===== src/rtl/serv_alu_seq.sv =====
// serv_alu_seq: per-instruction sequencer in front of the bit-serial ALU.
// It accepts one instruction on a valid/ready handshake and steps it through
// the serial phases IDLE -> [INIT] -> [RUN] -> DONE. From the registered state
// and bit counter it produces the ALU strobes (init, shift-amount capture,
// run enable, rd write-back) and the bit index. At the end of INIT it latches
// the serial compare result as the branch-taken flag.
// Optional build macro: SERV_ALU_SEQ_STALL_EN adds an i_stall input. While
// i_stall is high, INIT and RUN are frozen and their strobes are masked.
module serv_alu_seq #(
    parameter int WIDTH   = 32,
    parameter int SHAMT_W = 5
) (
    input  logic                       clk,
    input  logic                       i_rst_n,
`ifdef SERV_ALU_SEQ_STALL_EN
    input  logic                       i_stall,
`endif
    input  logic                       i_valid,
    output logic                       o_ready,
    input  logic                       i_need_init,
    input  logic                       i_is_branch,
    input  logic                       i_cmp,
    output logic                       o_init,
    output logic                       o_shamt_en,
    output logic                       o_en,
    output logic [$clog2(WIDTH)-1:0]   o_cnt,
    output logic                       o_rd_we,
    output logic                       o_take,
    output logic                       o_done
);
    localparam int CW = $clog2(WIDTH);
    localparam logic [CW:0] SHAMT_LIM = (CW+1)'(SHAMT_W);

    typedef enum logic [1:0] {IDLE, INIT, RUN, DONE} state_t;

    state_t          state;
    logic [CW-1:0]   cnt;
    logic            is_branch_q;
    logic            take_q;
    logic            stall;
    logic            last;

`ifdef SERV_ALU_SEQ_STALL_EN
    assign stall = i_stall;
`else
    assign stall = 1'b0;
`endif

    // WIDTH is a power of two, so the last bit of a phase is all-ones.
    // Letting cnt wrap naturally returns it to 0 for the next phase.
    assign last = &cnt;

    // Phase sequencing. Each phase length counts only unstalled cycles.
    always_ff @(posedge clk or negedge i_rst_n) begin
        if (!i_rst_n) begin
            state       <= IDLE;
            cnt         <= '0;
            is_branch_q <= 1'b0;
            take_q      <= 1'b0;
        end else begin
            case (state)
                IDLE: begin
                    if (i_valid) begin
                        is_branch_q <= i_is_branch;
                        take_q      <= 1'b0;
                        cnt         <= '0;
                        state       <= i_need_init ? INIT : RUN;
                    end
                end
                INIT: begin
                    if (!stall) begin
                        cnt <= cnt + 1'b1;
                        if (last) begin
                            // Compare result is final after the whole word has shifted through.
                            take_q <= is_branch_q & i_cmp;
                            // Branches have no write-back, so they skip RUN.
                            state  <= is_branch_q ? DONE : RUN;
                        end
                    end
                end
                RUN: begin
                    if (!stall) begin
                        cnt <= cnt + 1'b1;
                        if (last) state <= DONE;
                    end
                end
                DONE: begin
                    state <= IDLE;
                end
                default: state <= IDLE;
            endcase
        end
    end

    // Strobes are decoded from registered state and cnt. A stall only masks them.
    assign o_ready    = (state == IDLE);
    assign o_init     = (state == INIT) && !stall;
    assign o_shamt_en = o_init && ({1'b0, cnt} < SHAMT_LIM);
    assign o_en       = (state == RUN) && !stall;
    assign o_rd_we    = o_en;
    assign o_done     = (state == DONE);
    assign o_cnt      = cnt;
    assign o_take     = take_q;

endmodule


===== config.mk =====
export PLATFORM = sky130hd
export DESIGN_NAME = serv_alu_seq
export DESIGN_NICKNAME = d
export VERILOG_FILES = /design/src/rtl/serv_alu_seq.sv
export SDC_FILE = /design/constraint.sdc
export NUM_CORES = 1
export LEC_CHECK = 0
export CAP_MARGIN = 5
export CORE_MARGIN = 3
export CORE_UTILIZATION = 44
export CTS_BUF_LIST = sky130_fd_sc_hd__clkbuf_16
export DETAILED_ROUTE_END_ITERATION = 7
export GPL_TIMING_DRIVEN = 0
export PLACE_DENSITY = 0.83
export SYNTH_ARGS = -nofsm -noshare
export SYNTH_HDL_FRONTEND = slang
export SYNTH_SLANG_ARGS = --single-unit

===== constraint.sdc =====
create_clock -name clk -period 2.2 [get_ports clk]
set_input_delay 0.44 -clock clk [delete_from_list [all_inputs] [get_ports clk]]
set_output_delay 0.44 -clock clk [all_outputs]
set_load 0.01 [all_outputs]

==> results of run 1 <==
==> registers in the layout (all words and copies together), names as in the netlist <==
register and cells:
is_branch_q 1, o_cnt 5, o_take 1, state 2
==> power groups by stage <==
| stage | clock, W | combinational, W | sequential, W |
|---|---|---|---|
| 3_3_place_gp | 0 | 0.0000141 | 0.000169 |
| 5_1_grt | 0.000335 | 0.0000158 | 0.000166 |
| 6_report | 0.000317 | 0.0000141 | 0.000166 |
| 4_1_cts | 0.000324 | 0.0000142 | 0.000166 |
| 3_5_place_dp | 0 | 0.0000141 | 0.000169 |
| 2_1_floorplan | 0 | 0.000000577 | 0.000169 |
==> cell type report <==
type	count	area (um^2)
Timing Repair Buffer	17	170.2
Clock buffer	3	75.07
Clock inverter	1	5.005
Tap cell	14	17.52
Buffer	3	20.02
Fill cell	78	309.0
Multi-Input combinational cell	42	326.6
Sequential cell	9	225.2
Inverter	6	22.52
==> Yosys cell counts (all sizes together) <==
cell / count / area share, %
o21ai: 7 / 6.7
o31ai: 2 / 2.6
a32o: 2 / 3.4
ha: 6 / 13
a2111oi: 1 / 1.5
o311ai: 1 / 1.5
or3b: 1 / 1.5
buf: 3 / 3.4
mux2: 2 / 3.9
and3: 2 / 2.2
nand3b: 2 / 2.6
nor2b: 1 / 1.1
nand2b: 1 / 1.1
dfrtp: 9 / 39
nand2: 2 / 1.3
nand3: 3 / 2.6
a211o: 1 / 1.5
mux2i: 2 / 3.4
a21oi: 2 / 1.7
nor2: 4 / 2.6
inv: 6 / 3.9
==> cell usage in the layout, fill, tap and decap left out <==
cell type and count:
sky130_fd_sc_hd__a21oi_1 2, sky130_fd_sc_hd__nor2_1 4, sky130_fd_sc_hd__inv_1 6, sky130_fd_sc_hd__nand2b_1 1, sky130_fd_sc_hd__clkdlybuf4s50_1 17, sky130_fd_sc_hd__mux2i_1 2
sky130_fd_sc_hd__ha_4 1, sky130_fd_sc_hd__clkinv_2 1, sky130_fd_sc_hd__nand3b_1 2, sky130_fd_sc_hd__nor2b_1 1, sky130_fd_sc_hd__buf_4 2, sky130_fd_sc_hd__ha_1 5
sky130_fd_sc_hd__o21ai_0 6, sky130_fd_sc_hd__mux2_2 2, sky130_fd_sc_hd__a2111oi_0 1, sky130_fd_sc_hd__nand3_1 3, sky130_fd_sc_hd__o21ai_2 1, sky130_fd_sc_hd__o31ai_1 2
sky130_fd_sc_hd__nand2_1 2, sky130_fd_sc_hd__a32o_1 2, sky130_fd_sc_hd__o311ai_1 1, sky130_fd_sc_hd__and3_1 2, sky130_fd_sc_hd__dfrtp_1 9, sky130_fd_sc_hd__or3b_1 1
sky130_fd_sc_hd__a211o_1 1, sky130_fd_sc_hd__clkbuf_16 3, sky130_fd_sc_hd__buf_2 1
==> repair_timing <==
item                                    in CTS  in global routing
pin swaps                                    0                  0
endpoints found under the hold margin        0                  0
gates cloned                                 0                  0
endpoints found under the setup margin       1                  1
resized for setup                            1                  1
==> path summary, 6_finish.rpt <==
path,from,end,slack [ns],cells after the start
min,i_rst_n,o_cnt[3],0.51,1
max in group asynchronous,i_rst_n,o_cnt[0],1.40,1
max,state[0],o_rd_we,0.11,4
min reg2reg,o_take,o_take,0.52,2
min in group clk,o_take,o_take,0.52,2
max reg2reg,o_cnt[0],state[1],0.47,5
==> logic make-up after synthesis <==
| family | synth area share [%] |
|---|---|
| DFF | 38.71 |
| and+or+nand+nor | 14.84 |
| buffers and inverters | 7.310 |
| adders and majority gates | 12.90 |
| AOI/OAI and AO/OA | 18.93 |
| muxes | 7.312 |
==> metal layers <==
metal / vias to the layer above / share of wire [%] / track usage, %
met1: 247 / 44 / 21.78
met3: 2 / 4.3 / 3.863
met4: 0 / 1.2 / 7.453
met5: - / 0 / 0
met2: 24 / 51 / 25.53
li1: 257 / - / -
==> per-stage QoR <==
stage          hold WS, ns  power (W)  setup slack [ns]
3_3_place_gp        0.4963  0.0001826            0.2811
3_5_place_dp        0.5177  0.0001827            0.2614
4_1_cts             0.5208  0.0005048           0.06679
2_1_floorplan       0.1444  0.0001692            0.5393
6_report            0.5100  0.0004974            0.1066
5_1_grt             0.5460  0.0005169           0.02485
==> results by stage, run 1 <==
Outcome:
- The flow ran to the end, and the final reports show no timing, DRC or antenna violations.

Setup path:
- For the worst setup path, the data arrival time is 1.65 ns.
- The critical path goes through inv_1, ha_1, buf_4, clkdlybuf4s50_1.
- The slowest stage cell on the critical path is sky130_fd_sc_hd__clkdlybuf4s50_1.
- The dominant delay contributor by cell family on the critical path is buffers and inverters.
- Of all nets on the critical path, the largest fanout is 4.
- For the worst setup path, the data required time is 1.76 ns.
- On the worst path, the slowest cell contributes a delay of 0.52 ns.
- The classification of the worst setup path is reg -> out.
- The count of buffer and inverter cells on the critical path is 3.
- The worst setup path is captured at an output port.
- The type of origin of the critical path is a register.

CTS:
- In this run the post-CTS setup repair buffer count came out at 0.
- The count of hold-fix buffers inserted at cts is 0.
- Counting the buffers created by CTS gives 3.
- The clock latency at the later pin of the worst-skew pair is 0.23 ns.
- For this design, the sink count on the clock tree is 9.
- The cell chosen for the clock root is sky130_fd_sc_hd__clkbuf_16.
- Clock-pin slew was measured on the worst setup and hold paths at 0.04 ns.
- The clock tree buffer depth is 2.
- The total number of H-tree levels is 1.
- TritonCTS built the clock tree.

Drt:
- Once detail routing completed, the nets flagged for antenna violations numbered 0.
- The final layout contains routed wiring with a total length of 1.391 mm.
- The initial DRC count is 21.
- In the routed design, unresolved DRC markers number 0.
- The routed layout has 530 vias.
- After detailed routing, the average wire length per cell comes to 14.64 um.
- The ratio of routed vias to standard cells is 5.579.
- The first-pass iteration count of the detailed router is 4.

Power and ir drop:
- VDD sags by at most 0.0005065 V.
- The analysis attributes to cell leakage a power of 0.3676 nW.
- The switching part of the total power is 16.80%.
- The combinational cell fraction of total power is 2.8%.
- The internal portion of total power is 0.0004138 W.
- For this design the ratio of total power to cell area is 576.9 nW/um^2.
- Per report_power, the sequential group accounts for 33.4% of the total.
- The switching power total is 0.00008358 W.
- Per report_power, the clock group accounts for 63.7% of the total.

Finish:
- Measured on the finished design, the core utilization comes to 73.61%.
- For this run, the post-layout net count is 94.
- The number of standard cells in the layout, taps in and fillers out is 95.
- The layout overhead on the synthesized area is 48.17%.
- The finished cells cover 862.1 um^2.
- The number of antenna diodes in the final layout is 0.
- The fraction of layout instances using a drive strength above 1 is 13.58%.

STA:
- For the pin with the worst max-slew slack, the measured transition is 0.4143 ns.
- The post-route setup TNS is 0 ns.
- The count of final max-slew check failures was 0.
- Of the available clock period, the critical path in the final layout requires 95.15%.
- For this run, the top clock speed supported by timing is 477.7 MHz.
- The number of failing hold endpoints at the final stage came to 0.
- In this run the tightest slew margin relative to its limit is 72.29%.
- Subtracting the final worst setup slack from the clock period gives 2.093 ns.
- Across the routed clock network, the largest skew measured is 0.001028 ns.
- Setup violations remaining at the end of the flow were counted as 0.
- Setup repair after global routing left no endpoint under its margin.

Logic synthesis:
- The cell area that synthesis handed to floorplanning was 581.8 um^2.
- The portion of the post-synthesis area used by sequential elements is 38.71%.
- The net count after synthesis is 72.
- The count of mapped cells out of synthesis is 60.
- The synthesized netlist contains 23 unique library cells.
- The flip-flop and latch count after synthesis is 9.
- A synthesized cell averages 9.697 um^2.
- For this run, the number of Yosys warnings is 0.

Global routing:
- For this run, the total global-route usage over all layers was measured as 16.58%.
- The number of antenna violations at the first check in global routing is 0.
- The wire length of the first global-routing pass is 2.256 mm.
- The number of global-route vias before repair came to 486.
- The overall overflow remaining after global route is 0.
- Entering global routing, the biggest net connects 11 pins.

Floorplanning:
- Once the floorplan was initialized, standard cells occupied 49.68% of the core.
- Pin placement for this block handled 18 I/O pins.
- In this run the core area contains 12 standard-cell rows.
- The die footprint is 1795 um^2.
- The placeable core region is 1171 um^2.
- The width of the die is 42.37 um.
- The die is 42.37 um tall.

Run:
- The max-cap violation count is 0.

Place:
- The count of buffers added on input and output ports is 17.
- The post-placement cell area is 769.5 um^2.
- At the end of routability-driven placement, the weighted congestion stood at 0.8003.
- The detailed placement HPWL is 999.6 um.
- The number of placed instances with taps included is 91.

Hold path:
- In this run the worst hold path is classified as in -> async.
(Power assumes the default switching activity.)
==> run 2: changes to the inputs <==
REMOVE_ABC_BUFFERS = 1   (was not set)
==> run 2 against run 1 <==
Net effect: cell area is 3.3% lower; clock-buffer cell count is the same; first-iteration DRC count shrank 48%; setup slack got worse by 0.0037 ns; sequential power about the same.
==> results by stage, run 2 (same netlist as run 1, synthesis figures left out) <==
Outcome:
- The run finished with clean final reports.

Setup path:
- The slowest stage of the critical path belongs to the cell sky130_fd_sc_hd__clkdlybuf4s50_1.
- The setup slack on the worst flop-to-flop path was 0.50 ns (+0.03 ns).
- The type of origin of the critical path is a register.
- The signal arrival time at the worst endpoint was 1.66 ns (about the same).
- The worst register-to-register path begins at o_cnt[0].
- The delay of the slowest cell on the worst path is 0.53 ns (about the same).
- The critical path endpoint category is an output port.
- The critical-path maximum fanout is 6 (+2).
- The origin of the worst setup path is state[1].
- The worst setup path is of the reg -> out kind.
- The worst path required time is 1.76 ns (about the same).
- The signal on the critical path passes through inv_1, ha_2, and3_1, clkdlybuf4s50_1.

Power and ir drop:
- The switching power total is 0.00008749 W (+4.7%).
- The combinational cell fraction of total power is 2.8% (about the same).
- The sequential share of power is 33.3% (about the same).
- The power per standard cell area is 599.6 nW/um^2 (+3.9%).
- The worst-case vdd ir drop was 0.0004426 V (-13%).
- The switching part of the total power is 17.51% (+0.71 points).
- The clock network fraction of total power is 63.9% (+0.2 points).
- The leakage component of the power is 0.3558 nW (-3.2%).
- The internal portion of total power is 0.0004121 W (-0.39%).

Drt:
- The average routed wire per standard cell is 13.63 um (-6.9%).
- The first-pass iteration count of the detailed router is 4 (unchanged).
- The ratio of routed vias to standard cells came to 5.424 (-2.8%).
- The vias after detailed routing came to 499 (-5.8%).
- The DRC violation count after routing was 0 (unchanged).
- The initial DRC count is 11 (-48%).
- The wire length reported by the detailed router is 1.254 mm (-9.8%).
- The remaining antenna violation count is 0 (unchanged).

Floorplanning:
- The effective utilization at floorplan came to 49.68% (unchanged).
- The cell row count is 12 (unchanged).
- The width of the die is 42.37 um (unchanged).
- The boundary pin count is 18 (unchanged).
- The die footprint came to 1795 um^2 (unchanged).
- The placeable core region is 1171 um^2 (unchanged).
- The die height is 42.37 um (unchanged).

STA:
- The number of failing hold endpoints at the final stage is 0 (unchanged).
- The total setup violations reported at the end of the flow came to 0 (unchanged).
- Setup repair after global routing left no endpoint under its margin.
- The post-route setup TNS is 0 ns (unchanged).
- The slew at the pin with the worst max-slew slack was 0.4208 ns (+0.006441 ns).
- The maximum achievable frequency is 476.9 MHz (-0.18%).
- The worst-case clock skew was 0.005477 ns (+0.004449 ns).
- The worst slew margin relative to its limit came to 71.86% (-0.43 points).
- The count of final max-slew check failures was 0 (unchanged).
- The final critical-path share of the clock period came to 95.32% (+0.17 points).
- The final critical delay including setup and external delays came to 2.097 ns (+0.003677 ns).
- The post-route worst hold slack is 0.5072 ns (-0.002767 ns).

Finish:
- The fraction of layout instances using a drive strength above 1 was 10.26% (-3.3 points).
- The most common library cell in the layout ignoring fill and taps is sky130_fd_sc_hd__clkdlybuf4s50_1.
- The number of flip-flops in the largest register came to 5 (unchanged).
- Leaving out fill and tap cells, the most frequent cells in the layout are 17 x sky130_fd_sc_hd__clkdlybuf4s50_1, 9 x sky130_fd_sc_hd__dfrtp_1, 7 x sky130_fd_sc_hd__inv_1, 6 x sky130_fd_sc_hd__o21ai_0.
- The final layout net count is 91 (-3.2%).
- The antenna diode instance count is 0 (unchanged).
- The layout overhead on the synthesized area is 43.23%.

Global routing:
- The maximum number of pins on one net before global-route repair is 14 (+3).
- The overall overflow remaining after global route is 0 (unchanged).
- The all-layer global routing usage is 16.96% (+0.38 points).
- The number of global-route vias before repair was 465 (-4.3%).
- The number of antenna violations at the first check in global routing was 0 (unchanged).
- The wire length of the first global-routing pass is 2.228 mm (-1.2%).

CTS:
- The clock latency at the later pin of the worst-skew pair is 0.24 ns (about the same).
- The clock-pin slew of the registers on the worst-case setup and hold paths is 0.04 ns (about the same).
- The clock sink total is 9 (unchanged).
- The clock tree buffer depth is 2 (unchanged).
- The root buffer cell chosen for the clock tree is sky130_fd_sc_hd__clkbuf_16.
- The total number of H-tree levels was 1 (unchanged).
- The TritonCTS clock tree is built.
- The number of CTS-inserted buffers is 3 (unchanged).

Hold path:
- The path type of the worst min-delay path is in -> async.

Place:
- The number of port buffers was 17 (unchanged).
- The placer congestion estimate is 0.7934 (-0.86%).
- The detailed placement HPWL was 924.9 um (-7.5%).

Run:
- The max-cap violation count is 0 (unchanged).
[run 2: cell type report]
class / instances / area, um^2
Multi-Input combinational cell: 42 / 319.1
Sequential cell: 9 / 225.2
Timing Repair Buffer: 17 / 170.2
Tap cell: 14 / 17.52
Clock inverter: 1 / 3.754
Fill cell: 93 / 337.8
Inverter: 6 / 22.52
Clock buffer: 3 / 75.07
[run 2: stage by stage]
step                      std cells  total power, W  area, um^2  utilization, %  setup WS, ns
after global routing             92       0.0005186       833.3           71.15       0.02013
after CTS                        92       0.0005049       828.3           70.73       0.01293
after detailed placement         88       0.0001830       749.5           64.00        0.2654
final                            92       0.0004996       833.3           71.15        0.1030
after global placement           88       0.0001827       749.5           64.00        0.2649
after floorplan                  57       0.0001692       561.8               -        0.5393
[run 2: worst paths after layout]
kind                       cells past startpoint          end
setup reg to reg                               5     state[1]
setup / recovery                               4   o_shamt_en
hold / removal                                 1     o_cnt[3]
max in group asynchronous                      1  is_branch_q
hold reg to reg                                2       o_take
min in group clk                               2       o_take
[run 2: what timing repair did]
action	CTS	global route
buffers inserted	0	0
resized for setup	0	2
endpoints found under the hold margin	0	0
setup endpoints to repair	0	2
hold buffers	0	0
[run 2: power by group through the flow]
stage | Clock (W) | Combinational (W) | Sequential, W
after floorplan | 0 | 0.000000577 | 0.000169
after global placement | 0 | 0.0000141 | 0.000169
after detailed placement | 0 | 0.0000145 | 0.000169
after CTS | 0.000324 | 0.0000147 | 0.000166
after global routing | 0.000337 | 0.0000154 | 0.000166
final | 0.000319 | 0.0000142 | 0.000166
[run 2: critical path, delay by kind of cell, from the launching register on]
kind	cells	cell delay [ns]
buffers and inverters	2	0.62
DFF	1	0.40
adders and majority gates	1	0.24
and+or+nand+nor	1	0.16
[run 2: layer usage]
metal / part of all wire (%) / wire (um) / vias to the layer above / track usage, %
met5: 0 / 0 / - / 0
met4: 2.1 / 26 / 0 / 7.453
met3: 6.0 / 75 / 5 / 7.725
met2: 46 / 571 / 12 / 23.71
met1: 46 / 580 / 232 / 22.16
li1: - / - / 250 / -
==> run 3: changes to the inputs <==
CORE_AREA = 3 3 40 42   (was not set)
CORE_MARGIN = not set   (was 3)
CORE_UTILIZATION = not set   (was 44)
DIE_AREA = 0 0 43 45   (was not set)
DONT_BUFFER_PORTS = 1   (was not set)
PLACE_DENSITY = 0.65   (was 0.83)
==> run 3 against run 2 <==
Net effect: sequential cell count is the same; clock-buffer cell count is the same; clock power is essentially flat; critical endpoint unchanged.
==> results by stage, run 3 (same netlist as run 1, synthesis figures left out) <==
STA:
- The worst-case clock skew is 0.0008762 ns (-0.004601 ns).
- The number of failing hold endpoints at the final stage is 0 (unchanged).
- The final critical delay including setup and external delays is 1.781 ns (-0.3158 ns).
- The setup slack after layout is 0.4188 ns (+0.3158 ns).
- The total setup violations reported at the end of the flow is 0 (unchanged).
- The maximum achievable frequency is 561.4 MHz (+18%).
- The final critical-path share of the clock period came to 80.96% (-14 points).
- The post-route setup TNS is 0 ns (unchanged).
- The worst slew margin relative to its limit is 68.25% (-3.6 points).
- The count of final max-slew check failures is 0 (unchanged).
- Setup repair after global routing left no endpoint under its margin.
- The post-route worst hold slack is 0.3533 ns (-0.1540 ns).
- The slew at the pin with the worst max-slew slack was 0.4763 ns (+0.05554 ns).

Finish:
- The fraction of layout instances using a drive strength above 1 was 9.677% (-0.58 points).
- The layout overhead on the synthesized area is 15.05%.
- The antenna diode instance count is 0 (unchanged).
- The final layout net count is 75 (-18%).
- In the layout the commonest cells are 9 x sky130_fd_sc_hd__dfrtp_1, 7 x sky130_fd_sc_hd__inv_1, 6 x sky130_fd_sc_hd__o21ai_0, 6 x sky130_fd_sc_hd__ha_1, 4 x sky130_fd_sc_hd__nor2_1.
- The filler cell count is 131 (+41%).
- The number of flip-flops in the largest register came to 5 (unchanged).
- The utilization after layout is 52.09% (-19 points).
- The most common library cell in the layout ignoring fill and taps is sky130_fd_sc_hd__dfrtp_1.

Drt:
- The first-pass iteration count of the detailed router is 4 (unchanged).
- The vias after detailed routing is 428 (-14%).
- The initial DRC count came to 3 (-8).
- The ratio of routed vias to standard cells was 5.558 (+2.5%).
- The DRC violation count after routing came to 0 (unchanged).
- The remaining antenna violation count is 0 (unchanged).
- The average routed wire per standard cell was 14.71 um (+8.0%).
- The wire length reported by the detailed router came to 1.133 mm (-9.6%).

Floorplanning:
- The effective utilization at floorplan came to 45.28% (-4.4 points).
- The cell row count was 13 (+1).
- The width of the die was 43 um (+1.5%).
- The boundary pin count was 18 (unchanged).
- The placeable core region is 1285 um^2 (+9.7%).
- The die height was 45 um (+6.2%).
- The die footprint was 1935 um^2 (+7.8%).

Global routing:
- The number of global-route vias before repair is 402 (-14%).
- The met3 layer usage reported by global route is 7.570% (-0.16 points).
- The overall overflow remaining after global route was 0 (unchanged).
- The met2 usage is 18.56% (-5.1 points).
- The wire length of the first global-routing pass is 1.945 mm (-13%).
- The number of antenna violations at the first check in global routing is 0 (unchanged).
- The maximum number of pins on one net before global-route repair is 14 (unchanged).
- The global routing usage on met1 is 17.57% (-4.6 points).
- met2 is the most crowded layer.
- The all-layer global routing usage is 14.03% (-2.9 points).

CTS:
- The clock latency at the later pin of the worst-skew pair is 0.24 ns (about the same).
- The TritonCTS clock tree is built.
- The number of CTS-inserted buffers is 3 (unchanged).
- The cell chosen for the clock root is sky130_fd_sc_hd__clkbuf_16.
- The clock sink total is 9 (unchanged).
- The total number of H-tree levels is 1 (unchanged).
- The clock tree buffer depth is 2 (unchanged).
- The clock-pin slew of the registers on the worst-case setup and hold paths is 0.04 ns (about the same).

Run:
- The max-cap violation count is 0 (unchanged).

Setup path:
- The signal arrival time at the worst endpoint is 1.34 ns (-0.32 ns).
- The worst path required time is 1.76 ns (about the same).
- The critical-path maximum fanout came to 6 (unchanged).
- By startpoint and endpoint, the worst setup path is classified as reg -> out.
- The worst setup path is captured at an output port.
- The type of origin of the critical path is a register.

Place:
- The detailed placement HPWL came to 846.9 um (-8.4%).
- The placer congestion estimate is 0.7848 (-1.1%).
- The placement-stage worst setup slack is 0.4376 ns (+0.1722 ns).
- The number of port buffers came to 0 (-17).

Power and ir drop:
- The power per standard cell area was 729.0 nW/um^2 (+22%).
- The leakage component of the power was 0.2989 nW (-16%).
- The post-route total power is 0.0004880 W (-2.3%).
- The worst-case vdd ir drop is 0.0005188 V (+17%).

Hold path:
- The path type of the worst min-delay path is in -> reg.

Outcome:
- The run finished with clean final reports.
[run 3: cell count changes in the layout (fill, tap and decap cells not counted)]
cell                              change
sky130_fd_sc_hd__ha_1                 +2
sky130_fd_sc_hd__dlygate4sd3_1        +1
sky130_fd_sc_hd__ha_2                 -2
sky130_fd_sc_hd__clkdlybuf4s50_1     -17
[run 3: worst paths after layout]
kind / endpoint / depth (start not counted) / from / slack [ns]
min in group asynchronous: o_take / 1 / i_rst_n / 0.58
min: is_branch_q / 1 / i_is_branch / 0.35
max: o_shamt_en / 3 / state[1] / 0.42
max reg2reg: state[1] / 5 / state[0] / 0.43
max in group asynchronous: o_cnt[0] / 1 / i_rst_n / 1.32
min reg2reg: is_branch_q / 1 / is_branch_q / 0.54
[run 3: repair_timing]
| action | 4_1_cts | 5_1_grt |
|---|---|---|
| setup buffers | 0 | 0 |
| gates resized for setup | 0 | 0 |
| setup endpoints to repair | 0 | 0 |
| endpoints found under the hold margin | 9 | 0 |
| hold buffers | 1 | 0 |
[run 3: report_power, final]
part / switching (W) / internal [W] / total (W)
sequential: 0 / 0.000166 / 0.000166
clock: 0.0000791 / 0.000237 / 0.000316
combinational: 0.00000349 / 0.00000166 / 0.00000515
[run 3: cell type report]
cell class | instances | area, um^2 | share of cell area [%]
inverter | 6 | 22.52 | 3.364
clock inverter | 1 | 3.754 | 0.5607
timing repair buffer | 1 | 10.01 | 1.495
sequential | 9 | 225.2 | 33.64
tap | 15 | 18.77 | 2.804
multi-input combinational | 42 | 314.1 | 46.92
clock buffer | 3 | 75.07 | 11.21
[run 3: worst max-delay path, stage by stage, from the launching register on]
cell and delay, ns:
sky130_fd_sc_hd__dfrtp_1 0.40, sky130_fd_sc_hd__inv_1 0.10, sky130_fd_sc_hd__ha_1 0.33, sky130_fd_sc_hd__and3_1 0.28
[run 3: routing by layer]
metal  up-vias  wire length [um]
li1        219                 -
met1       193               539
met2        14               460
met3         2               102
met4         0                31
met5         -                 0
[run 3: per-stage QoR]
step	instance area (um^2)	std cells
after floorplan	561.8	57
after global placement	580.6	72
after detailed placement	580.6	72
after CTS	669.4	77
after global routing	669.4	77
final	669.4	77
